==> config.mk <==
export PLATFORM = sky130hd
export DESIGN_NAME = insn_encoder
export DESIGN_NICKNAME = d
export VERILOG_FILES = /design/src/rtl/isa_pkg.sv /design/src/rtl/enc_fifo.sv /design/src/rtl/insn_encoder.sv
export SDC_FILE = /design/constraint.sdc
export NUM_CORES = 1
export LEC_CHECK = 0
export BUFFER_PORTS_ARGS = -buffer_cell sky130_fd_sc_hd__buf_4
export CAP_MARGIN = 0
export CORE_UTILIZATION = 56
export CTS_BUF_LIST = sky130_fd_sc_hd__clkbuf_4
export CTS_CLUSTER_DIAMETER = 50
export DETAILED_ROUTE_END_ITERATION = 16
export HOLD_SLACK_MARGIN = 0.1
export PLACE_DENSITY = 0.91
export SYNTH_ARGS = -nofsm -noshare
export SYNTH_HDL_FRONTEND = slang
export SYNTH_SLANG_ARGS = --single-unit
==> constraint.sdc <==
create_clock -name clock -period 5.9 [get_ports clock]
set_input_delay 1.18 -clock clock [delete_from_list [all_inputs] [get_ports clock]]
set_output_delay 1.18 -clock clock [all_outputs]
set_load 0.02 [all_outputs]
==> src/rtl/isa_pkg.sv <==
// ISA constants shared by the encoder: opcodes, ALU ops, field positions,
// instruction classes and the per-class field-zeroing helpers.
package isa_pkg;

  localparam int INSN_W   = 32;
  localparam int REG_W    = 5;
  localparam int IMM_W    = 17;
  localparam int TARGET_W = 27;

  localparam int OPC_LSB   = 27;
  localparam int RD_LSB    = 22;
  localparam int RS_LSB    = 17;
  localparam int RT_LSB    = 12;
  localparam int SHAMT_LSB = 7;
  localparam int ALUOP_LSB = 2;

  localparam logic [4:0] OP_RTYPE = 5'b00000;
  localparam logic [4:0] OP_J     = 5'b00001;
  localparam logic [4:0] OP_BNE   = 5'b00010;
  localparam logic [4:0] OP_JAL   = 5'b00011;
  localparam logic [4:0] OP_JR    = 5'b00100;
  localparam logic [4:0] OP_ADDI  = 5'b00101;
  localparam logic [4:0] OP_BLT   = 5'b00110;
  localparam logic [4:0] OP_SW    = 5'b00111;
  localparam logic [4:0] OP_LW    = 5'b01000;
  localparam logic [4:0] OP_SETX  = 5'b10101;
  localparam logic [4:0] OP_BEX   = 5'b10110;

  localparam logic [4:0] ALU_MULT = 5'b00110;
  localparam logic [4:0] ALU_DIV  = 5'b00111;

  typedef enum logic [2:0] {CLS_R, CLS_I, CLS_JI, CLS_JII, CLS_ILL} insn_cls_e;

  // Register-bearing fields of an instruction, as kept for the round-trip check.
  typedef struct packed {
    logic [4:0] opcode;
    logic [4:0] rd;
    logic [4:0] rs;
    logic [4:0] rt;
  } insn_regs_t;

  function automatic insn_cls_e insn_class(input logic [4:0] op);
    insn_cls_e cls;
    case (op)
      OP_RTYPE:                               cls = CLS_R;
      OP_ADDI, OP_SW, OP_LW, OP_BNE, OP_BLT: cls = CLS_I;
      OP_J, OP_JAL, OP_BEX, OP_SETX:         cls = CLS_JI;
      OP_JR:                                  cls = CLS_JII;
      default:                                cls = CLS_ILL;
    endcase
    return cls;
  endfunction

  function automatic insn_regs_t mask_regs(input insn_cls_e cls, input logic [4:0] op,
                                           input logic [4:0] rd, input logic [4:0] rs,
                                           input logic [4:0] rt);
    insn_regs_t r;
    r        = '0;
    r.opcode = op;
    case (cls)
      CLS_R:   begin r.rd = rd; r.rs = rs; r.rt = rt; end
      CLS_I:   begin r.rd = rd; r.rs = rs; end
      CLS_JII: r.rd = rd;
      default: ;
    endcase
    return r;
  endfunction

endpackage

==> src/rtl/enc_fifo.sv <==
// Synchronous FIFO buffering encoded words; DEPTH must be a power of two >= 2.
module enc_fifo #(
  parameter int DEPTH = 2,
  parameter int WIDTH = 32
) (
  input  logic             clock,
  input  logic             reset_n,
  input  logic             push,
  input  logic [WIDTH-1:0] wdata,
  input  logic             pop,
  output logic [WIDTH-1:0] rdata,
  output logic             full,
  output logic             empty
);

  localparam int PTR_W = $clog2(DEPTH);
  localparam int CNT_W = PTR_W + 1;
  localparam logic [CNT_W-1:0] FULL_CNT = CNT_W'(DEPTH);

  logic [WIDTH-1:0] mem_q [DEPTH];
  logic [PTR_W-1:0] wr_ptr_q, wr_ptr_d;
  logic [PTR_W-1:0] rd_ptr_q, rd_ptr_d;
  logic [CNT_W-1:0] cnt_q, cnt_d;
  logic             do_push, do_pop;

  assign full    = (cnt_q == FULL_CNT);
  assign empty   = (cnt_q == '0);
  assign do_push = push && !full;
  assign do_pop  = pop && !empty;
  assign rdata   = mem_q[rd_ptr_q];

  // NOTE: every always_comb output gets a default first so no path infers a latch.
  always_comb begin
    wr_ptr_d = wr_ptr_q;
    rd_ptr_d = rd_ptr_q;
    cnt_d    = cnt_q;
    if (do_push) wr_ptr_d = wr_ptr_q + 1'b1;
    if (do_pop)  rd_ptr_d = rd_ptr_q + 1'b1;
    case ({do_push, do_pop})
      2'b10:   cnt_d = cnt_q + 1'b1;
      2'b01:   cnt_d = cnt_q - 1'b1;
      default: cnt_d = cnt_q;
    endcase
  end

  // NOTE: storage is deliberately not reset; cnt_q alone decides which entries are valid.
  always_ff @(posedge clock) begin
    if (do_push) mem_q[wr_ptr_q] <= wdata;
  end

  // NOTE: sequential state uses non-blocking assignments so all registers update together.
  always_ff @(posedge clock or negedge reset_n) begin
    if (!reset_n) begin
      wr_ptr_q <= '0;
      rd_ptr_q <= '0;
      cnt_q    <= '0;
    end else begin
      wr_ptr_q <= wr_ptr_d;
      rd_ptr_q <= rd_ptr_d;
      cnt_q    <= cnt_d;
    end
  end

endmodule

==> src/rtl/insn_encoder.sv <==
// Packs instruction fields into 32-bit ISA words and streams them with addresses
// to imem. Optional round-trip self-check enabled by INSN_ENC_ROUNDTRIP_CHECK_EN.
module insn_encoder
  import isa_pkg::*;
#(
  parameter int ADDR_W = 12,
  parameter int DEPTH  = 2
) (
  input  logic              clock,
  input  logic              reset_n,
  input  logic              in_valid,
  output logic              in_ready,
  input  logic [4:0]        in_opcode,
  input  logic [4:0]        in_rd,
  input  logic [4:0]        in_rs,
  input  logic [4:0]        in_rt,
  input  logic [4:0]        in_shamt,
  input  logic [4:0]        in_aluop,
  input  logic [16:0]       in_imm,
  input  logic [26:0]       in_target,
  input  logic              load_addr,
  input  logic [ADDR_W-1:0] addr_in,
  output logic              out_valid,
  input  logic              out_ready,
  output logic [31:0]       out_insn,
  output logic [ADDR_W-1:0] out_addr,
  output logic              err_illegal,
  output logic [7:0]        illegal_cnt
`ifdef INSN_ENC_ROUNDTRIP_CHECK_EN
  ,
  output logic              chk_err
`endif
);

`ifdef INSN_ENC_ROUNDTRIP_CHECK_EN
  localparam int ENTRY_W = INSN_W + $bits(insn_regs_t);
`else
  localparam int ENTRY_W = INSN_W;
`endif

  insn_cls_e         in_cls;
  logic [INSN_W-1:0] enc_word;
  logic [ENTRY_W-1:0] push_data, head_data;
  logic              fifo_full, fifo_empty;
  logic              accept, push, pop, ill_acc;

  logic [ADDR_W-1:0] addr_q, addr_d;
  logic              err_q, err_d;
  logic [7:0]        cnt_q, cnt_d;

  assign in_cls   = insn_class(in_opcode);
  assign in_ready = !fifo_full;
  assign accept   = in_valid && in_ready;
  assign push     = accept && (in_cls != CLS_ILL);
  assign ill_acc  = accept && (in_cls == CLS_ILL);
  assign pop      = out_valid && out_ready;

  always_comb begin
    enc_word = '0;
    enc_word[OPC_LSB +: REG_W] = in_opcode;
    case (in_cls)
      CLS_R: begin
        enc_word[RD_LSB    +: REG_W] = in_rd;
        enc_word[RS_LSB    +: REG_W] = in_rs;
        enc_word[RT_LSB    +: REG_W] = in_rt;
        enc_word[SHAMT_LSB +: REG_W] = in_shamt;
        enc_word[ALUOP_LSB +: REG_W] = in_aluop;
      end
      CLS_I: begin
        enc_word[RD_LSB +: REG_W] = in_rd;
        enc_word[RS_LSB +: REG_W] = in_rs;
        enc_word[IMM_W-1:0]       = in_imm;
      end
      CLS_JI:  enc_word[TARGET_W-1:0] = in_target;
      CLS_JII: enc_word[RD_LSB +: REG_W] = in_rd;
      default: enc_word = '0;
    endcase
  end

`ifdef INSN_ENC_ROUNDTRIP_CHECK_EN
  assign push_data = {mask_regs(in_cls, in_opcode, in_rd, in_rs, in_rt), enc_word};
`else
  assign push_data = enc_word;
`endif

  enc_fifo #(
    .DEPTH (DEPTH),
    .WIDTH (ENTRY_W)
  ) u_fifo (
    .clock   (clock),
    .reset_n (reset_n),
    .push    (push),
    .wdata   (push_data),
    .pop     (pop),
    .rdata   (head_data),
    .full    (fifo_full),
    .empty   (fifo_empty)
  );

  // Output is the registered head entry; words take their address only when they leave.
  assign out_valid   = !fifo_empty;
  assign out_insn    = fifo_empty ? '0 : head_data[INSN_W-1:0];
  assign out_addr    = addr_q;
  assign err_illegal = err_q;
  assign illegal_cnt = cnt_q;

  always_comb begin
    addr_d = addr_q;
    err_d  = err_q | ill_acc;
    cnt_d  = cnt_q;
    if (load_addr)  addr_d = addr_in;
    else if (pop)   addr_d = addr_q + 1'b1;
    if (ill_acc && (cnt_q != 8'hFF)) cnt_d = cnt_q + 8'd1;
  end

  always_ff @(posedge clock or negedge reset_n) begin
    if (!reset_n) begin
      addr_q <= '0;
      err_q  <= 1'b0;
      cnt_q  <= '0;
    end else begin
      addr_q <= addr_d;
      err_q  <= err_d;
      cnt_q  <= cnt_d;
    end
  end

`ifdef INSN_ENC_ROUNDTRIP_CHECK_EN
  insn_regs_t stored_regs, decoded_regs;
  logic       chk_q, chk_d;

  assign stored_regs  = head_data[ENTRY_W-1:INSN_W];
  assign decoded_regs = mask_regs(insn_class(out_insn[OPC_LSB +: REG_W]),
                                  out_insn[OPC_LSB +: REG_W], out_insn[RD_LSB +: REG_W],
                                  out_insn[RS_LSB +: REG_W], out_insn[RT_LSB +: REG_W]);
  assign chk_d        = chk_q | (out_valid && (decoded_regs != stored_regs));
  assign chk_err      = chk_q;

  always_ff @(posedge clock or negedge reset_n) begin
    if (!reset_n) chk_q <= 1'b0;
    else          chk_q <= chk_d;
  end
`endif

endmodule

==> qor.csv, run 1 <==
metric,value,unit
synth_warnings,0,
cp_data_arrival_time,3410,ps
timing.slew.headroom,16.4,%
dpl_cell_area,5380,um2
port_buffers,145,
global_route.usage.met2,47.1,%
syn_to_final_growth,31.9,%
route.detailed.vias_per_inst,5.61,
worst_slack,2550,ps
clock_latency,430,ps
critical-path-slowest-cell,sky130_fd_sc_hd__nor2_4,
wire_length_of_the_first_global_routing_pass,15.0,mm
post_synth_instance_area,4220,um2
fp.dieArea,7880,um2
cellLeakagePower,2.42,nW
crit_fanout,32,
detailed_router_s_first_iteration_violation_count,150,
floorplan.initialDensity,58.1,%
cts_tree,done,
yosys_register_bits,89,
crit_buf_inv,2,
final_antenna_net_count,0,
postSynthNetCount,442,
crit_path_max_incr_delay,790,ps
core_area,7250,um2
cts-buffers-inserted,9,
holdCritPathClass,flop to flop,
worstSetupStartpointType,input port,
gr-usage-met1,30.0,%
synthArstFlopShare,28.1,%
dp.final_hpwl,7.05,mm
ctsLongestPathBuffers,2,
floorplan.die.height,88.8,um
vias,3327,
period_needed,3350,ps
number_of_slew_limit_violations_in_the_final_report,0,
crit_path_cell_trace,buf_4 -> inv_1 -> ha_1 -> or3b_2 -> o21a_1 -> nand3b_1 -> nor2_4,
synth.distinct_cells,40,
grt_overflow,0,
p_per_area,394,nW/um2
fin_skew,12.7,ps
path_delay_family,simple AND/OR/NAND/NOR gates,
buffer_cell_driving_the_clock_tree_root,sky130_fd_sc_hd__clkbuf_4,
synth_edf_count,64,
gr-usage-met3,5.13,%
synth_area_leaders,"sky130_fd_sc_hd__edfxtp_1 46%, sky130_fd_sc_hd__dfrtp_1 15%, sky130_fd_sc_hd__mux2i_1 7.8%",
report.final.hold_viol_count,0,
max-vdd-ir-drop,0.291,mV
postRouteWirelength,10.0,mm
crit_type,input port to flop,
drt_first_pass_iters,5,
yosys_most_used_dff,sky130_fd_sc_hd__edfxtp_1,
drive_above_1_share,36.0,%
drt_drc_violations_left,0,
place_worst_setup_slack,2090,ps
number_of_buffers_inserted_for_hold_repair_after_clock_tree_synthesis,0,
run_status,"finished, final reports clean",
gp_routability_congestion,0.867,
syn-mean-instance-area,12.2,um2
via_count_of_the_first_global_routing_pass,3169,
part_of_the_cycle_the_worst_path_needs,56.7,%
max_slew.worst_pin.slew,1250,ps
die_width,88.8,um
rsz0062_at_grt,no,
clk_pin_slew_worst_paths,130,ps
yosys.area.top_type,sky130_fd_sc_hd__edfxtp_1,
fmax,299,MHz
post-synth-top-area-fraction,45.6,%
setup_viol,0,
nature_of_the_critical_path_endpoint,flop,
tritoncts_num_sinks,89,
postCtsSetupBuffers,0,
io_pins,146,
std_cell_rows,31,
yosysSeqAreaShare,60.4,%
synth_cells,346,
antenna_found_initial,0,
insertedDiodeCount,0,
worstPathRequired,5960,ps
tns,0,ps
grt_max_degree,34,
gr-max-usage-layer,met2,
fin_area,5560,um2
route.detailed.wl_per_inst,16.9,um
cap_violations,0,
num-nets-final,585,
total_grt_usage,26.0,%
cts-htree-levels,3,
cts_repair_resize_count,0,
==> placed cells by master (no fill, tap or decap), types with 2 or more instances in the layout <==
| cell type | Yosys | final |
|---|---|---|
| sky130_fd_sc_hd__nor4_1 | 3 | 3 |
| sky130_fd_sc_hd__mux2i_1 | 33 | 33 |
| sky130_fd_sc_hd__xor2_1 | 12 | 12 |
| sky130_fd_sc_hd__nor2_4 | 0 | 2 |
| sky130_fd_sc_hd__nor2_2 | 1 | 2 |
| sky130_fd_sc_hd__nand3_1 | 6 | 6 |
| sky130_fd_sc_hd__nor3_1 | 4 | 4 |
| sky130_fd_sc_hd__clkinvlp_4 | 0 | 2 |
| sky130_fd_sc_hd__or3b_2 | 2 | 2 |
| sky130_fd_sc_hd__a22o_1 | 12 | 12 |
| sky130_fd_sc_hd__xnor2_1 | 9 | 9 |
| sky130_fd_sc_hd__nand2_1 | 46 | 46 |
| sky130_fd_sc_hd__o21ai_0 | 11 | 11 |
| sky130_fd_sc_hd__buf_4 | 0 | 147 |
| sky130_fd_sc_hd__nor2_1 | 45 | 42 |
| sky130_fd_sc_hd__mux2_2 | 4 | 4 |
| sky130_fd_sc_hd__bufinv_16 | 0 | 3 |
| sky130_fd_sc_hd__edfxtp_1 | 64 | 64 |
| sky130_fd_sc_hd__clkbuf_4 | 0 | 9 |
| sky130_fd_sc_hd__a22oi_1 | 15 | 15 |
| sky130_fd_sc_hd__ha_1 | 5 | 5 |
| sky130_fd_sc_hd__nand2b_1 | 5 | 5 |
| sky130_fd_sc_hd__dfrtp_1 | 25 | 24 |
| sky130_fd_sc_hd__nand4_1 | 4 | 4 |
| sky130_fd_sc_hd__inv_1 | 8 | 8 |
==> registers in the layout, indices dropped and copies added, names as in the netlist <==
signal and cells:
err_illegal 1, illegal_cnt 8, out_addr 12, u_fifo.cnt_q 2, u_fifo.mem_q 64, u_fifo.rd_ptr_q 1
u_fifo.wr_ptr_q 1
==> cell usage after synthesis, types with 5 or more instances <==
| cell type | instances |
|---|---|
| sky130_fd_sc_hd__a22o_1 | 12 |
| sky130_fd_sc_hd__a22oi_1 | 15 |
| sky130_fd_sc_hd__buf_2 | 5 |
| sky130_fd_sc_hd__clkbuf_1 | 7 |
| sky130_fd_sc_hd__dfrtp_1 | 25 |
| sky130_fd_sc_hd__edfxtp_1 | 64 |
| sky130_fd_sc_hd__ha_1 | 5 |
| sky130_fd_sc_hd__inv_1 | 8 |
| sky130_fd_sc_hd__mux2i_1 | 33 |
| sky130_fd_sc_hd__nand2_1 | 46 |
| sky130_fd_sc_hd__nand2b_1 | 5 |
| sky130_fd_sc_hd__nand3_1 | 6 |
| sky130_fd_sc_hd__nor2_1 | 45 |
| sky130_fd_sc_hd__o21ai_0 | 11 |
| sky130_fd_sc_hd__xnor2_1 | 9 |
| sky130_fd_sc_hd__xor2_1 | 12 |
==> power by group <==
part	total [mW]	switching (mW)	internal, mW
logic	0.869	0.474	0.395
clock network	0.421	0.206	0.214
registers	0.903	0.134	0.769
total	2.19	0.814	1.38
==> kinds of logic after synthesis <==
family          count (synthesis)  share of synthesized area (%)
simple gates                  123                           13.2
flops                          89                           60.4
compound gates                 48                           8.85
mux                            37                           8.90
buf+inv                        23                           2.73
xor+xnor                       21                           4.36
fa+ha+maj                       5                           1.48
==> stage by stage <==
stage | util [%] | std cells | hold WS, ps | power (mW)
final | 76.7 | 593 | 500 | 2.19
after floorplan | - | 346 | 468 | 1.40
after global routing | 76.7 | 593 | 522 | 2.30
after CTS | 76.7 | 593 | 499 | 2.20
after detailed placement | 74.1 | 577 | 456 | 1.78
after global placement | 74.1 | 577 | 464 | 1.76
==> layout make-up <==
type	count	area (um2)
clock buffer	9	67.6
clock inverter	7	118
timing repair buffer	147	1100
fill	454	1690
sequential	89	2550
tap	99	124
multi-input combinational	234	1570
inverter	8	30.0
==> final timing paths <==
kind	startpoint	end	slack [ps]	cells after the start
min	err_illegal	err_illegal	500	1
max in group asynchronous	reset_n	u_fifo.rd_ptr_q	5020	1
min in group asynchronous	reset_n	out_addr[3]	620	1
max	in_opcode[0]	u_fifo.mem_q[0][10]	2550	7
max reg2reg	u_fifo.cnt_q[0]	u_fifo.mem_q[0][10]	3730	3
min reg2reg	err_illegal	err_illegal	500	1
==> layer usage <==
layer  routed length [um]  share of wire, %
met1                 3810                38
met2                 5560                56
met3                  501               5.0
met4                  145               1.4
met5                    0                 0
==> worst register-to-register path, delay by kind of cell (launching register included) <==
| family | cells | cell delay, ps |
|---|---|---|
| flip-flops | 1 | 520 |
| AND/OR/NAND/NOR | 3 | 1280 |
Power figures use the tool's default switching activity.
==> run 2, diff against run 1 <==
Settings changed: CORE_UTILIZATION 56 to 52, PLACE_DENSITY 0.91 to 0.86.
Clock period 5.9 ns to 3.1 ns, I/O delays scaled along.
==> run 2 against run 1 <==
  * Register-to-register slack worse by 2400 ps
  * Final area increased by 1.3%
  * Critical path type is now flop to output port
  * Sequential share of layout area is 0.61 points lower
  * Setup slack worse by 1900 ps
  * First-iteration DRC count down 1.3%
  * Clock skew up 14 ps
==> qor.csv, run 2 (synthesized netlist as in run 1, its figures left out) <==
metric,value,unit,change
port_buffers,145,,unchanged
cap_violations,0,,unchanged
antenna_found_initial,0,,unchanged
drt_first_pass_iters,4,,was 5
final_antenna_net_count,0,,unchanged
path_delay_family,flip-flops,,was simple AND/OR/NAND/NOR gates
floorplan.initialDensity,54.3,%,was 58.1%
mostFrequentLayoutCell,sky130_fd_sc_hd__buf_4,,unchanged
crit_buf_inv,2,,unchanged
route.detailed.vias_per_inst,5.33,,was 5.61
grt_max_degree,26,,was 34
worstPathRequired,2480,ps,was 5960 ps
insertedDiodeCount,0,,unchanged
fmax,402,MHz,
std_cell_rows,32,,was 31
crit_path_cell_trace,buf_12 -> mux2i_1 -> nor2_1 -> buf_4,,was buf_4 -> inv_1 -> ha_1 -> or3b_2 -> o21a_1 -> nand3b_1 -> nor2_4
worst_slack,610,ps,was 2550 ps
period_needed,2490,ps,
vias,3232,,was 3327
crit_fanout,17,,was 32
number_of_slew_limit_violations_in_the_final_report,0,,unchanged
fin_skew,27.2,ps,was 12.7 ps
floorplan.die.height,92.0,um,was 88.8 um
cts-buffers-inserted,9,,unchanged
worstSetupStartpointType,flop,,was input port
place_worst_setup_slack,281,ps,was 2090 ps
regMostFlops,u_fifo.mem_q,,unchanged
layout.filler_cells,552,,was 454
total_grt_usage,23.2,%,was 26.0%
cts_tree,done,,unchanged
core_area,7770,um2,was 7250 um2
wire_length_of_the_first_global_routing_pass,15.0,mm,about the same
crit_type,flop to output port,,was input port to flop
dp.final_hpwl,7.08,mm,was 7.05 mm
run_status,"finished, final reports clean",,unchanged
nature_of_the_critical_path_endpoint,output port,,was flop
tritoncts_num_sinks,89,,unchanged
via_count_of_the_first_global_routing_pass,3135,,was 3169
syn_to_final_growth,33.7,%,was 31.9%
cts_repair_resize_count,0,,unchanged
ctsLongestPathBuffers,2,,unchanged
drt_drc_violations_left,0,,unchanged
part_of_the_cycle_the_worst_path_needs,80.3,%,
clk_pin_slew_worst_paths,150,ps,was 130 ps
fp.dieArea,8470,um2,was 7880 um2
report.final.hold_viol_count,0,,unchanged
cts-htree-levels,3,,unchanged
critical-path-slowest-cell,sky130_fd_sc_hd__dfrtp_2,,was sky130_fd_sc_hd__nor2_4
totalPowerFinal,4.06,mW,was 2.19 mW
cellLeakagePower,2.47,nW,was 2.42 nW
route.detailed.wl_per_inst,15.8,um,was 16.9 um
flip_flop_count_of_the_largest_register_all_copies_and_words_added,64,,unchanged
gp_routability_congestion,0.840,,was 0.867
cp_data_arrival_time,1870,ps,was 3410 ps
holdCritPathClass,input port to flop,,was flop to flop
io_pins,146,,unchanged
max_slew.worst_pin.slew,514,ps,was 1250 ps
drive_above_1_share,37.1,%,was 36.0%
postRouteWirelength,9.57,mm,was 10.0 mm
grt_overflow,0,,unchanged
postCtsSetupBuffers,0,,unchanged
num-nets-final,595,,was 585
max-vdd-ir-drop,0.551,mV,was 0.291 mV
p_per_area,720,nW/um2,was 394 nW/um2
rsz0062_at_grt,no,,unchanged
timing.slew.headroom,65.6,%,was 16.4%
buffer_cell_driving_the_clock_tree_root,sky130_fd_sc_hd__clkbuf_4,,unchanged
layout.cells.most_common_list,"153 x sky130_fd_sc_hd__buf_4, 64 x sky130_fd_sc_hd__edfxtp_1, 46 x sky130_fd_sc_hd__nand2_1, 42 x sky130_fd_sc_hd__nor2_1, 33 x sky130_fd_sc_hd__mux2i_1",,"was 147 x sky130_fd_sc_hd__buf_4, 64 x sky130_fd_sc_hd__edfxtp_1, 46 x sky130_fd_sc_hd__nand2_1, 42 x sky130_fd_sc_hd__nor2_1, 33 x sky130_fd_sc_hd__mux2i_1"
min_hold_slack,396,ps,was 500 ps
number_of_buffers_inserted_for_hold_repair_after_clock_tree_synthesis,1,,was 0
crit_path_max_incr_delay,720,ps,was 790 ps
die_width,92.0,um,was 88.8 um
detailed_router_s_first_iteration_violation_count,148,,was 150
setup_viol,0,,unchanged
clock_latency,430,ps,about the same
## run 2: changes by cell type in the layout (fill, tap and decap cells not counted), sizes merged
cell         change
buf              +9
bufinv           -2
dlygate4sd3      +1
clkbuf           +1
clkinv           +1
## run 2: area by class of cell
cell class | instances | area (um2) | area share (%)
multi-input cells | 234 | 1570 | 27.9
repair buffers | 157 | 1220 | 21.6
clock inverters | 6 | 66.3 | 1.18
clock buffers | 10 | 75.1 | 1.33
flip-flops and latches | 89 | 2550 | 45.2
well taps | 102 | 128 | 2.26
inverters | 8 | 30.0 | 0.533
## run 2: worst paths after layout
kind | startpoint | end | slack (ps) | cells past startpoint
max | u_fifo.rd_ptr_q | out_insn[29] | 610 | 4
min | addr_in[11] | out_addr[11] | 400 | 3
max reg2reg | u_fifo.cnt_q[0] | illegal_cnt[1] | 1320 | 4
min reg2reg | err_illegal | err_illegal | 510 | 1
max in group asynchronous | reset_n | u_fifo.rd_ptr_q | 2200 | 2
min in group asynchronous | reset_n | out_addr[9] | 610 | 2
## run 2: per-stage QoR
stage / util, % / TNS (ps) / instance area, um2 / std cells
after floorplan: - / -27750 / 4220 / 346
after global placement: 70.6 / 0 / 5490 / 589
after detailed placement: 70.6 / 0 / 5490 / 589
after CTS: 72.6 / 0 / 5640 / 606
after global routing: 72.6 / 0 / 5640 / 606
final: 72.6 / 0 / 5640 / 606
## run 2: per-layer routing
metal	GRT usage [%]	wire length [um]	vias to the layer above
li1	-	-	1564
met1	27.4	3600	1559
met2	42.4	5390	95
met3	3.73	432	14
met4	8.72	145	0
met5	0	0	-
## run 2: worst register-to-register path: stages, from the launching register on
cell,delay (ps)
sky130_fd_sc_hd__dfrtp_1,510
sky130_fd_sc_hd__nand2b_1,220
sky130_fd_sc_hd__o2111ai_2,300
sky130_fd_sc_hd__nor2_1,290
sky130_fd_sc_hd__mux2_2,370
## run 2: power by group
group	total (mW)	switching, mW	internal, mW
sequential	1.66	0.200	1.46
clock	0.645	0.388	0.257
combinational	1.75	0.950	0.799
